**src/rtl/serial_frame_decoder_if.sv**
```systemverilog
// Output handshake of the serial frame decoder.
// Carries one tagged sample word per accepted transfer.
interface serial_frame_decoder_if;
   logic        out_valid;
   logic        out_ready;
   logic [15:0] out_data;
   logic [1:0]  out_phase;

   modport master (
      output out_valid,
      output out_data,
      output out_phase,
      input  out_ready
   );

   modport slave (
      input  out_valid,
      input  out_data,
      input  out_phase,
      output out_ready
   );
endinterface

```
**src/rtl/serial_frame_decoder.sv**
```systemverilog
// Sync-hunting frame slicer for the shift-register window,
// with a small fall-through FIFO toward the analyzer core.
module serial_frame_decoder #(
   parameter logic [7:0] SYNC_BYTE  = 8'hA5,
   parameter int         NUM_WORDS  = 3,
   parameter int         FIFO_DEPTH = 4
) (
   input  logic                          clk,
   input  logic                          reset,
   input  logic [8:1]                    window_in,
   serial_frame_decoder_if.master        frm,
   output logic                          locked,
   output logic                          sync_err,
   output logic                          overflow
);

   localparam int         AW   = (FIFO_DEPTH > 1) ? $clog2(FIFO_DEPTH) : 1;
   localparam logic [1:0] LAST = 2'(NUM_WORDS - 1);
   localparam logic [AW:0] FULL  = (AW + 1)'(FIFO_DEPTH);
   localparam logic [AW:0] CNT_1 = (AW + 1)'(1);
   localparam logic [AW-1:0] PTR_1 = AW'(1);

   typedef enum logic [1:0] {HUNT, HI, LO, CHECK} state_t;

   typedef struct packed {
      logic [1:0]  phase;
      logic [15:0] data;
   } entry_t;

   state_t      state;
   state_t      state_nx;
   logic [2:0]  bit_cnt;
   logic [1:0]  word_idx;
   logic [7:0]  hi_byte;
   logic        boundary;
   logic        sync_hit;
   logic        start;
   logic        load_hi;
   logic        push;
   logic        sync_miss;

   entry_t      mem [FIFO_DEPTH];
   entry_t      head;
   logic [AW-1:0] wr_ptr;
   logic [AW-1:0] rd_ptr;
   logic [AW:0] count;
   logic        full;
   logic        pop;
   logic        wr_en;
   logic        drop;

   assign boundary = (bit_cnt == 3'd7);
   assign sync_hit = (window_in == SYNC_BYTE);
   assign locked   = (state != HUNT);

   always_ff @(posedge clk or posedge reset) begin
      if (reset) state <= HUNT;
      else       state <= state_nx;
   end

   always_comb begin
      state_nx = state;
      unique case (state)
         HUNT:  if (sync_hit) state_nx = HI;
         HI:    if (boundary) state_nx = LO;
         LO:    if (boundary) state_nx = (word_idx == LAST) ? CHECK : HI;
         CHECK: if (boundary) state_nx = sync_hit ? HI : HUNT;
         default: state_nx = HUNT;
      endcase
   end

   always_comb begin
      start     = 1'b0;
      load_hi   = 1'b0;
      push      = 1'b0;
      sync_miss = 1'b0;
      unique case (state)
         HUNT:  start   = sync_hit;
         HI:    load_hi = boundary;
         LO:    push    = boundary;
         CHECK: begin
            start     = boundary && sync_hit;
            sync_miss = boundary && !sync_hit;
         end
         default: ;
      endcase
   end

   // bit_cnt is 3 bits, so it wraps to 0 on each byte boundary by itself
   always_ff @(posedge clk or posedge reset) begin
      if (reset) begin
         bit_cnt  <= '0;
         word_idx <= '0;
         hi_byte  <= '0;
         sync_err <= 1'b0;
      end else begin
         sync_err <= sync_miss;
         if (start) begin
            bit_cnt  <= '0;
            word_idx <= '0;
         end else if (state != HUNT) begin
            bit_cnt <= bit_cnt + 3'd1;
            if (push && word_idx != LAST) word_idx <= word_idx + 2'd1;
         end
         if (load_hi) hi_byte <= window_in;
      end
   end

   assign full  = (count == FULL);
   assign pop   = frm.out_valid && frm.out_ready;
   assign wr_en = push && (!full || pop);
   assign drop  = push && full && !pop;

   always_ff @(posedge clk) begin
      if (wr_en) mem[wr_ptr] <= '{phase: word_idx, data: {hi_byte, window_in}};
   end

   always_ff @(posedge clk or posedge reset) begin
      if (reset) begin
         wr_ptr   <= '0;
         rd_ptr   <= '0;
         count    <= '0;
         overflow <= 1'b0;
      end else begin
         if (wr_en) wr_ptr <= wr_ptr + PTR_1;
         if (pop)   rd_ptr <= rd_ptr + PTR_1;
         unique case ({wr_en, pop})
            2'b10:   count <= count + CNT_1;
            2'b01:   count <= count - CNT_1;
            default: ;
         endcase
         if (drop) overflow <= 1'b1;
      end
   end

   // Stale slots are masked so an empty FIFO presents zeros
   assign head          = mem[rd_ptr];
   assign frm.out_valid = (count != '0);
   assign frm.out_data  = frm.out_valid ? head.data  : 16'h0000;
   assign frm.out_phase = frm.out_valid ? head.phase : 2'd0;

endmodule

```
**src/flat_wrapper.sv**
```systemverilog
// flat-port wrapper written by rule: the top's interface ports become plain ports
module serial_frame_decoder_flat 
#(
   parameter logic [7:0] SYNC_BYTE  = 8'hA5,
   parameter int         NUM_WORDS  = 3,
   parameter int         FIFO_DEPTH = 4
)
  (clk, reset, window_in, locked, sync_err, overflow, frm_out_valid, frm_out_data, frm_out_phase, frm_out_ready);
  serial_frame_decoder_if frm_i ();
  input  logic clk;
  input  logic reset;
  input  logic [8:1] window_in;
  output logic locked;
  output logic sync_err;
  output logic overflow;
  output wire logic [$bits(frm_i.out_valid)-1:0] frm_out_valid;
  output wire logic [$bits(frm_i.out_data)-1:0] frm_out_data;
  output wire logic [$bits(frm_i.out_phase)-1:0] frm_out_phase;
  input wire logic [$bits(frm_i.out_ready)-1:0] frm_out_ready;
  assign frm_out_valid = frm_i.out_valid;
  assign frm_out_data = frm_i.out_data;
  assign frm_out_phase = frm_i.out_phase;
  assign frm_i.out_ready = frm_out_ready;
  serial_frame_decoder #(.SYNC_BYTE(SYNC_BYTE), .NUM_WORDS(NUM_WORDS), .FIFO_DEPTH(FIFO_DEPTH)) u_core (.clk(clk), .reset(reset), .window_in(window_in), .frm(frm_i), .locked(locked), .sync_err(sync_err), .overflow(overflow));
endmodule
```
**config.mk**
```make
export PLATFORM = sky130hd
export DESIGN_NAME = serial_frame_decoder_flat
export DESIGN_NICKNAME = d
export VERILOG_FILES = /design/src/rtl/serial_frame_decoder_if.sv /design/src/rtl/serial_frame_decoder.sv /design/src/flat_wrapper.sv
export SDC_FILE = /design/constraint.sdc
export NUM_CORES = 1
export LEC_CHECK = 0
export ABC_AREA = 1
export BUFFER_PORTS_ARGS = -buffer_cell sky130_fd_sc_hd__buf_4
export CORE_ASPECT_RATIO = 0.9
export CORE_MARGIN = 5
export CORE_UTILIZATION = 45
export DETAILED_ROUTE_END_ITERATION = 12
export PLACE_DENSITY = 0.75
export SLEW_MARGIN = 20
export SYNTH_ARGS = -nofsm -noshare
export SYNTH_HDL_FRONTEND = slang
export SYNTH_SLANG_ARGS = --single-unit
```
**constraint.sdc**
```tcl
create_clock -name clk -period 3.14 [get_ports clk]
set_clock_uncertainty 0.15 [all_clocks]
set_input_delay 0.314 -clock clk [delete_from_list [all_inputs] [get_ports clk]]
set_output_delay 0.314 -clock clk [all_outputs]
set_load 0.03 [all_outputs]
```
Word level (Yosys, flattened, before mapping). Memory sizes are Yosys's and may differ from the RTL's. Index checks and enable logic that the tools add are counted.

$add $sub $neg: 6. Equality and inequality tests: 14. Reduce and logical (&&, ||, !) cells: 19. Multiplexer cells: 21.

Operator list (number): 2-to-1 mux 2 bit (9); 2-to-1 mux 16 bit (1); equality test 2 bit, second input constant (4); equality test 8 bit, second input constant (1); != test 2 x 1 -> 1 bit, second input constant (4); one-hot mux 2 bit (4 select lines) (1); nonzero test 2 bit (4); logical AND 1 bit (7); adder 2 x 1 -> 2 bit, second input constant (3); adder 3 x 1 -> 3 bit, second input constant (2); equality test 3 bit, second input constant (2); 2-to-1 mux 1 bit (6); 2-to-1 mux 3 bit (2); one-hot mux 3 bit (2 select lines) (1); equality test 2 x 1 -> 1 bit, second input constant (2); AND reduction 4 bit (1); logical NOT 1 bit (3); nonzero test 3 bit (1); subtractor 3 x 1 -> 3 bit, second input constant (1); logical NOT 2 bit (1); != test 2 bit, second input constant (1); one-hot mux 1 bit (2 select lines) (1); AND reduction 2 bit (1); logical OR 1 bit (1).

Logic and storage cells: 70. Memory bits (writable): 72. Output and inout port bits: 22. Memories: 1. Bits in registers: 24. Bits of input ports: 11.

Memories: u_core.mem (depth 4, bits a word 18, rd ports 1, clocked after Yosys merged registers in 0, wr ports 1, line serial_frame_decoder.sv:42) `entry_t mem [FIFO_DEPTH];`.

Longest topological paths before layout. Gate-level depths: netlist (run 1).

Word-level depth: 6. Mapped depth: 11. Mapped depth without buffers: 11.

Worst setup path before layout (run 1). Ideal clock, no wire load.

Path type: register to register. From: reg u_core.state[0]. To: mem u_core.mem[0][0] (netlist bit), enable pin. Cell stages (with the launch flop): 7. Data arrival time: 1.739 ns. Setup slack: 0.858 ns. Setup time: 0.393 ns. Data required time: 2.597 ns. Clock period less this slack: 2.282 ns. Buffers on the path: 0. Cell sequence: dfrtp_1 > inv_1 > ha_1 > nand2_1 > inv_1 > nand2_2 > nor2_1.

Cells in the longest elaborated chain, start to end: 5.

Ends and longest elaborated chain: start, declared (line serial_frame_decoder.sv:30) `state_t state;`; start signal, assigned (line serial_frame_decoder.sv:58) `else state <= state_nx;`; equality test 2 bit (line serial_frame_decoder.sv:77) `unique case (state)`; 2-to-1 mux 1 bit (line serial_frame_decoder.sv:77); logical AND 1 bit (line serial_frame_decoder.sv:111) `assign wr_en = push && (!full || pop);`; 2-to-1 mux 1 bit (line serial_frame_decoder.sv:115) `if (wr_en) mem[wr_ptr] <= '{phase: word_idx, data: {hi_byte, window_in}};`; 2-to-1 mux 1 bit (not written as such) (line serial_frame_decoder.sv:115); end, declared (line serial_frame_decoder.sv:42).

No other way between the ends.

Worst setup path in the final report (run 1).
From: reg u_core.bit_cnt[0]. To: reg u_core.count[2].

Cells in the longest elaborated chain, start to end: 5. Elaborated cells between the ends (all ways): 7. Those cells by class: eq/ne (3); mux (2); reduce/logical (2).

Ends and longest elaborated chain: start, declared (line serial_frame_decoder.sv:32) `logic [2:0] bit_cnt;`; start signal, assigned (line serial_frame_decoder.sv:102) `bit_cnt <= bit_cnt + 3'd1;`; equality test 3 bit (*) (line serial_frame_decoder.sv:52) `assign boundary = (bit_cnt == 3'd7);`; 2-to-1 mux 1 bit (*) (line serial_frame_decoder.sv:77); logical AND 1 bit (*) (line serial_frame_decoder.sv:111); equality test 2 x 1 -> 1 bit or equality test 2 bit (tied branches) (line serial_frame_decoder.sv:127) `unique case ({wr_en, pop})`; one-hot mux 3 bit (2 select lines) or nonzero test 2 bit (tied branches); end signal, assigned (line serial_frame_decoder.sv:128) `2'b10: count <= count + CNT_1;`; end signal, assigned (line serial_frame_decoder.sv:129) `2'b01: count <= count - CNT_1;`; end, declared (line serial_frame_decoder.sv:46) `logic [AW:0] count;`.

Every way passes the cells marked *; elsewhere a longest branch is shown, timed or not. A chain may end at the register's enable or synchronous reset.

==> flow_summary.ini, run 1 <==
[status]
status = completed

[worst_setup_path]
ff2ff_setup_slack_ns = 0.74
worst_setup_path_end_kind = register
reg2reg_to = u_core.count[2]
crit_required_ns = 3.22
path_cells = ha_1 > ha_1 > nand2_1 > inv_1 > nand2_2 > ha_1 > inv_1 > fa_1 > a21oi_1 > o21ai_0 > xor2_1
critPathMaxFanout = 8
critPathKind = register to register
reg2regPathDepth = 11
crit_arrival_ns = 2.48
start_kind = register
cpPeakStageDelay_ns = 0.40
slowest_stage = dfrtp_1
critPathMostFrequentCell = ha_1
r2r_start = u_core.bit_cnt[0]

[hold_path]
holdPathEnd = u_core.mem[2][4]
hold_path_depth = 1
hp-class = input pin to register
hp-start = window_in[5]

[synthesis]
synthTopCellsByArea = edfxtp_1 53%, dfrtp_1 15%, nor2_1 7.7%, ha_1 4.0%, a21oi_1 2.9%
async_reset_ff_frac = 0.2500
synth_area_leader_cell = edfxtp_1
synth_edf_count = 72
synthesis.area_mm2 = 0.004081
synth-seq-cells = 96
syn_inst = 349
yosys_warnings = 0
synth-main-ff-cell = edfxtp_1
yosysMostFrequentCell = nor2_1
synth.distinct_cells = 31
netlist.area_leader.share = 0.5297
synth_nets = 374
synth_area_per_cell_um2 = 11.69
ys_seq_area_frac = 0.6769
synthTopCellsByCount = 84 x nor2_1, 72 x edfxtp_1, 26 x nand2_1

[timing]
period_needed_ns = 2.396
finalSetupViolations = 0
fin_crit_sh = 0.7632
rsz0062_at_grt = false
tns_ns = 0
timing.hold.ws_ns = 0.03142
drv_slew = 0
worstMarginPinSlew_ns = 0.5592
clock.fmax_mhz = 417.3
hold_viol = 0
relSlewSlack = 0.6266

[flow_run]
drv_cap = 0

[grt]
grt_pass1_vias = 2581
grt_pass1_wl_um = 12630
grt_remaining_overflow = 0
antenna_found_initial = 0
grt.total_usage = 0.1516
grt_max_degree = 37

[routing]
dr.pass1.iters = 4
num_vias = 2611
antenna_left = 0
viasPerCell = 5.050
routed_wl_um = 7768
drt_iter0_markers = 187
drc = 0
avgRoutedWirePerCell_um = 15.03

[final_layout]
final_area_mm2 = 0.004686
n_antenna_cell = 0
drive_gt1_frac = 0.1646
area_delta_synth_final_pct = 14.81
nFillCells = 795
nets = 415

[power_and_ir_drop]
p_leak_nw = 1.844
power_density_mw_per_mm2 = 976.8
ir_drop_uv = 508.4

[placement]
io_buffers = 32
dp_hpwl_um = 4807
finalWeightedCongestion = 0.7284
placed_area_mm2 = 0.004432

[clocking]
post_cts_buffers = 0
cts_sinks = 96
numCtsBuffers = 9
cts_buffer_depth = 2
path_clk_slew_ns = 0.09
h-tree-depth = 3
cts_tree = yes
insertion_delay_ns = 0.35
ctsRootBufferMaster = clkbuf_8

[floorplan]
core-area_mm2 = 0.009001
initial_core_util = 0.4534
die_h_um = 100.4
ios = 33
dieWidth_um = 110.4
core.rowCount = 33
dieArea_mm2 = 0.01108
## state kept, by name, indices dropped and copies added (netlist names)
register / flops
u_core.hi_byte: 8
u_core.count: 3
u_core.wr_ptr: 2
u_core.rd_ptr: 2
u_core.word_idx: 2
u_core.sync_err: 1
u_core.bit_cnt: 3
u_core.state: 2
u_core.mem: 72
u_core.overflow: 1
## worst max-delay path by stage
stage | startpoint | to | cells after the start
2_1_floorplan | u_core.state[0] | u_core.mem[0][0] | 6
3_3_place_gp | u_core.bit_cnt[0] | u_core.count[2] | 11
3_5_place_dp | u_core.bit_cnt[0] | u_core.count[2] | 11
4_1_cts | u_core.bit_cnt[0] | u_core.count[2] | 11
5_1_grt | u_core.bit_cnt[0] | u_core.count[2] | 11
6_report | u_core.bit_cnt[0] | u_core.count[2] | 11
## cell usage in the layout (no fill, tap or decap), drive strengths merged
cell type,synthesis,final
a21oi,24,24
fa,1,1
clkinv,0,2
o21bai,1,1
inv,25,26
ha,13,13
and3,1,1
nor3,1,1
nand3,4,4
edfxtp,72,72
dlygate4sd3,0,4
a21o,1,1
clkbuf,3,11
nand2,27,27
o211ai,1,1
bufinv,0,2
or2,1,1
mux2,4,4
dfrtp,24,24
nor2,86,86
o21ai,42,42
nand4,1,1
buf,10,39
xnor2,1,1
xor2,6,6
## power by group
group / total [mW] / switching [mW] / leakage [nW] / internal, mW
Sequential: 1.76 / 0.155 / 0.928 / 1.61
Clock: 0.854 / 0.401 / 0.108 / 0.452
Combinational: 1.96 / 1.27 / 0.808 / 0.695
Total: 4.58 / 1.82 / 1.84 / 2.75
## cell families after synthesis
logic type               after synthesis  synth area share
XOR/XNOR                               7           0.01502
AND/OR/NAND/NOR                      121            0.1189
AO/OA/AOI/OAI                         69           0.08645
flip-flops                            96            0.6769
multiplexers                           4           0.01104
adder cells (fa/ha/maj)               14           0.04476
buffers and inverters                 38           0.04690
## metrics by stage
stage,util,power (mW),cells,setup WS (ns)
3_5_place_dp,0.4924,3.759,497,0.7688
5_1_grt,0.5206,4.895,517,0.5251
4_1_cts,0.5161,4.620,513,0.7459
2_1_floorplan,-,3.185,349,0.8579
3_3_place_gp,0.4924,3.709,497,0.8018
6_report,0.5206,4.577,517,0.7437
## worst max-delay path: cells and delay by family, from the launching register on
family                   cells  cell delay, ns
buffers and inverters        2            0.12
flip-flops                   1            0.40
AO/OA/AOI/OAI                2            0.25
adder cells (fa/ha/maj)      4            0.97
XOR/XNOR                     1            0.15
AND/OR/NAND/NOR              2            0.24
## per-layer routing
layer,wire (um),part of all wire,up-vias,GRT usage
li1,-,-,1264,-
met1,3442,0.44,1283,0.1939
met2,3859,0.50,57,0.2491
met3,406,0.052,7,0.04566
met4,59,0.0076,0,0.04545
met5,0,0,-,0
## cell type report
class / instances / area, um^2 / area share
Clock buffer: 11 / 131.4 / 0.02804
Clock inverter: 5 / 82.58 / 0.01762
Inverter: 25 / 96.34 / 0.02056
Multi-Input combinational cell: 215 / 1127 / 0.2406
Sequential cell: 96 / 2763 / 0.5896
Tap cell: 122 / 152.6 / 0.03258
Timing Repair Buffer: 43 / 332.8 / 0.07103
## repair_timing
action | in CTS | in global routing
resized for setup | 0 | 0
hold buffers | 0 | 4
hold endpoints to repair | 0 | 36
setup endpoints to repair | 0 | 0
(Power assumes the default switching activity.)
==> run 2, diff against run 1 <==
--- a/config.mk
+++ b/config.mk
@@ -5,13 +5,13 @@
 export SDC_FILE = /design/constraint.sdc
 export NUM_CORES = 1
 export LEC_CHECK = 0
-export ABC_AREA = 1
+export ABC_AREA = 0
 export BUFFER_PORTS_ARGS = -buffer_cell sky130_fd_sc_hd__buf_4
 export CORE_ASPECT_RATIO = 0.9
 export CORE_MARGIN = 5
 export CORE_UTILIZATION = 45
 export DETAILED_ROUTE_END_ITERATION = 12
-export PLACE_DENSITY = 0.75
+export PLACE_DENSITY = 0.77
 export SLEW_MARGIN = 20
 export SYNTH_ARGS = -nofsm -noshare
 export SYNTH_HDL_FRONTEND = slang
==> constraint.sdc (replaced) <==
create_clock -name clk -period 2.1 [get_ports clk]
set_clock_uncertainty 0.15 [all_clocks]
set_input_delay 0.21 -clock clk [delete_from_list [all_inputs] [get_ports clk]]
set_output_delay 0.21 -clock clk [all_outputs]
set_load 0.03 [all_outputs]
==> flow_summary.ini, run 2 <==
[status]
status = finished with violations
violations = negative setup slack

[worst_setup_path]
start_kind = register
critPathKind = register to primary output
startpoint = u_core.rd_ptr[0]
crit_arrival_ns = 1.80
r2r_start = u_core.count[1]
worst_setup_path_end_kind = primary output
critPathMaxFanout = 7
crit_required_ns = 1.74

[floorplan]
dieWidth_um = 109.4
core.rowCount = 32
ios = 33
initial_core_util = 0.4645
core-area_mm2 = 0.008608
die_h_um = 99.43
dieArea_mm2 = 0.01087

[placement]
placed_area_mm2 = 0.004589
io_buffers = 32
dp_hpwl_um = 4840
finalWeightedCongestion = 0.7740

[timing]
hold_viol = 0
fin_crit_sh = 1.031
timing.hold.ws_ns = 0.1445
finalWorstSetupSlack_ns = -0.06480
period_needed_ns = 2.165
worstMarginPinSlew_ns = 0.4627
rsz0062_at_grt = true
clock.fmax_mhz = 461.9
relSlewSlack = 0.6908
drv_slew = 0
tns_ns = -0.7180
finalSetupViolations = 18

[synthesis]
syn_inst = 224
synth_edf_count = 72
async_reset_ff_frac = 0.2500
synthTopCellsByCount = 72 x edfxtp_1, 24 x dfrtp_1, 23 x and2_1
synth.distinct_cells = 32
synth_area_per_cell_um2 = 17.85
yosysMostFrequentCell = edfxtp_1
synth_area_leader_cell = edfxtp_1
synth-main-ff-cell = edfxtp_1
synthTopCellsByArea = edfxtp_1 54%, dfrtp_1 15%, mux4_2 10%, ha_1 4.1%, and2_1 3.6%
synthesis.area_mm2 = 0.003999
ys_seq_area_frac = 0.6909
yosys_warnings = 0
synth_nets = 249
netlist.area_leader.share = 0.5407
synth-seq-cells = 96

[grt]
grt_use_met3 = 0.04413
grt_max_degree = 25
top_usage_layer = met2
grt_use_met1 = 0.1852
grt_remaining_overflow = 0
grt_pass1_vias = 2206
antenna_found_initial = 0
grt_pass1_wl_um = 11750
grtUsageMet2 = 0.2445
grt.total_usage = 0.1450

[routing]
viasPerCell = 4.995
antenna_left = 0
dr.pass1.iters = 4
num_vias = 2093
drt_iter0_markers = 48
avgRoutedWirePerCell_um = 17.11
drc = 0
routed_wl_um = 7168

[clocking]
ctsRootBufferMaster = clkbuf_8
cts_buffer_depth = 2
insertion_delay_ns = 0.36
cts_tree = yes
cts_sinks = 96
path_clk_slew_ns = 0.09
numCtsBuffers = 9
h-tree-depth = 3

[final_layout]
layout_commonest_cell = edfxtp_1
area_delta_synth_final_pct = 25.75
mostFrequentLayoutCells = 72 x edfxtp_1, 37 x buf_4, 23 x dfrtp_1
nets = 320
n_antenna_cell = 0
final_area_mm2 = 0.005029
drive_gt1_frac = 0.4567
reg.largest.list = u_core.mem (72), u_core.hi_byte (8)
largest_register = u_core.mem
largest_register_ffs = 72

[power_and_ir_drop]
p_leak_nw = 1.935
power_density_mw_per_mm2 = 1409
ir_drop_uv = 651.0

[flow_run]
drv_cap = 0

[hold_path]
hp-class = input pin to register
hp-start = frm_out_ready
[run 2: cell types whose count changed after synthesis, moves of 10 or more]
cell,previous run,this run
a21oi_1,24,2
inv_1,22,12
o21ai_0,23,0
mux4_2,0,18
and2_1,0,23
nor2_1,84,9
o21ai_1,19,1
nand2_1,26,5
[run 2: final cells by class]
cell class	instances	area, um^2
inverter	13	48.80
multi-input combinational	107	1244
clock inverter	7	52.55
sequential	96	2764
fill	656	3580
tap	119	148.9
clock buffer	9	123.9
timing repair buffer	68	646.9
[run 2: final timing paths]
path / to / slack [ns] / depth (start not counted)
worst max-delay path: frm_out_data[7] / -0.06 / 4
worst min-delay path: u_core.rd_ptr[0] / 0.14 / 4
worst max register to register: u_core.count[2] / 0.02 / 10
worst min register to register: u_core.overflow / 0.34 / 1
max in group asynchronous: u_core.rd_ptr[0] / 1.22 / 4
min in group asynchronous: u_core.hi_byte[0] / 0.30 / 4
[run 2: critical path: stages (launching register included)]
cell,delay [ns]
dfrtp_2,0.45
buf_12,0.16
mux4_2,0.52
and2_4,0.18
buf_6,0.13
[run 2: what timing repair did]
| action | 4_1_cts | 5_1_grt |
|---|---|---|
| hold endpoints to repair | 64 | 0 |
| gates cloned | 0 | 1 |
| resized for setup | 27 | 16 |
| hold buffers | 9 | 0 |
| endpoints found under the setup margin | 19 | 21 |
| pin swaps | 2 | 4 |
| buffers inserted | 1 | 1 |
[run 2: logic make-up (layout without fill, tap and decap cells)]
| kind of cell | count (synthesis) | after routing | synth area share |
|---|---|---|---|
| AND/OR/NAND/NOR | 44 | 44 | 0.06414 |
| buffers and inverters | 21 | 97 | 0.02096 |
| flip-flops | 96 | 96 | 0.6909 |
| adder cells (fa/ha/maj) | 14 | 14 | 0.04568 |
| AO/OA/AOI/OAI | 11 | 11 | 0.02691 |
| XOR/XNOR | 8 | 8 | 0.01752 |
| multiplexers | 30 | 30 | 0.1339 |
[run 2: through the flow]
stage	instances	total power, mW	worst slack (ns)	utilization
after CTS	417	6.984	-0.08862	0.5749
after floorplan	224	4.619	-0.09616	-
after global placement	391	5.485	0.008836	0.5331
after detailed placement	391	5.570	-0.08904	0.5331
after global routing	419	7.514	-0.1619	0.5842
final	419	7.084	-0.06480	0.5842
[run 2: layer usage]
layer / vias up / part of all wire
met3: 3 / 0.045
met1: 1061 / 0.43
met5: - / 0
li1: 976 / -
met2: 53 / 0.52
met4: 0 / 0.0049
[run 2: where the power goes]
part	internal, mW	switching, mW	leakage [nW]
Sequential	2.44	0.259	0.929
Clock	0.443	0.644	0.0924
Combinational	1.74	1.55	0.913
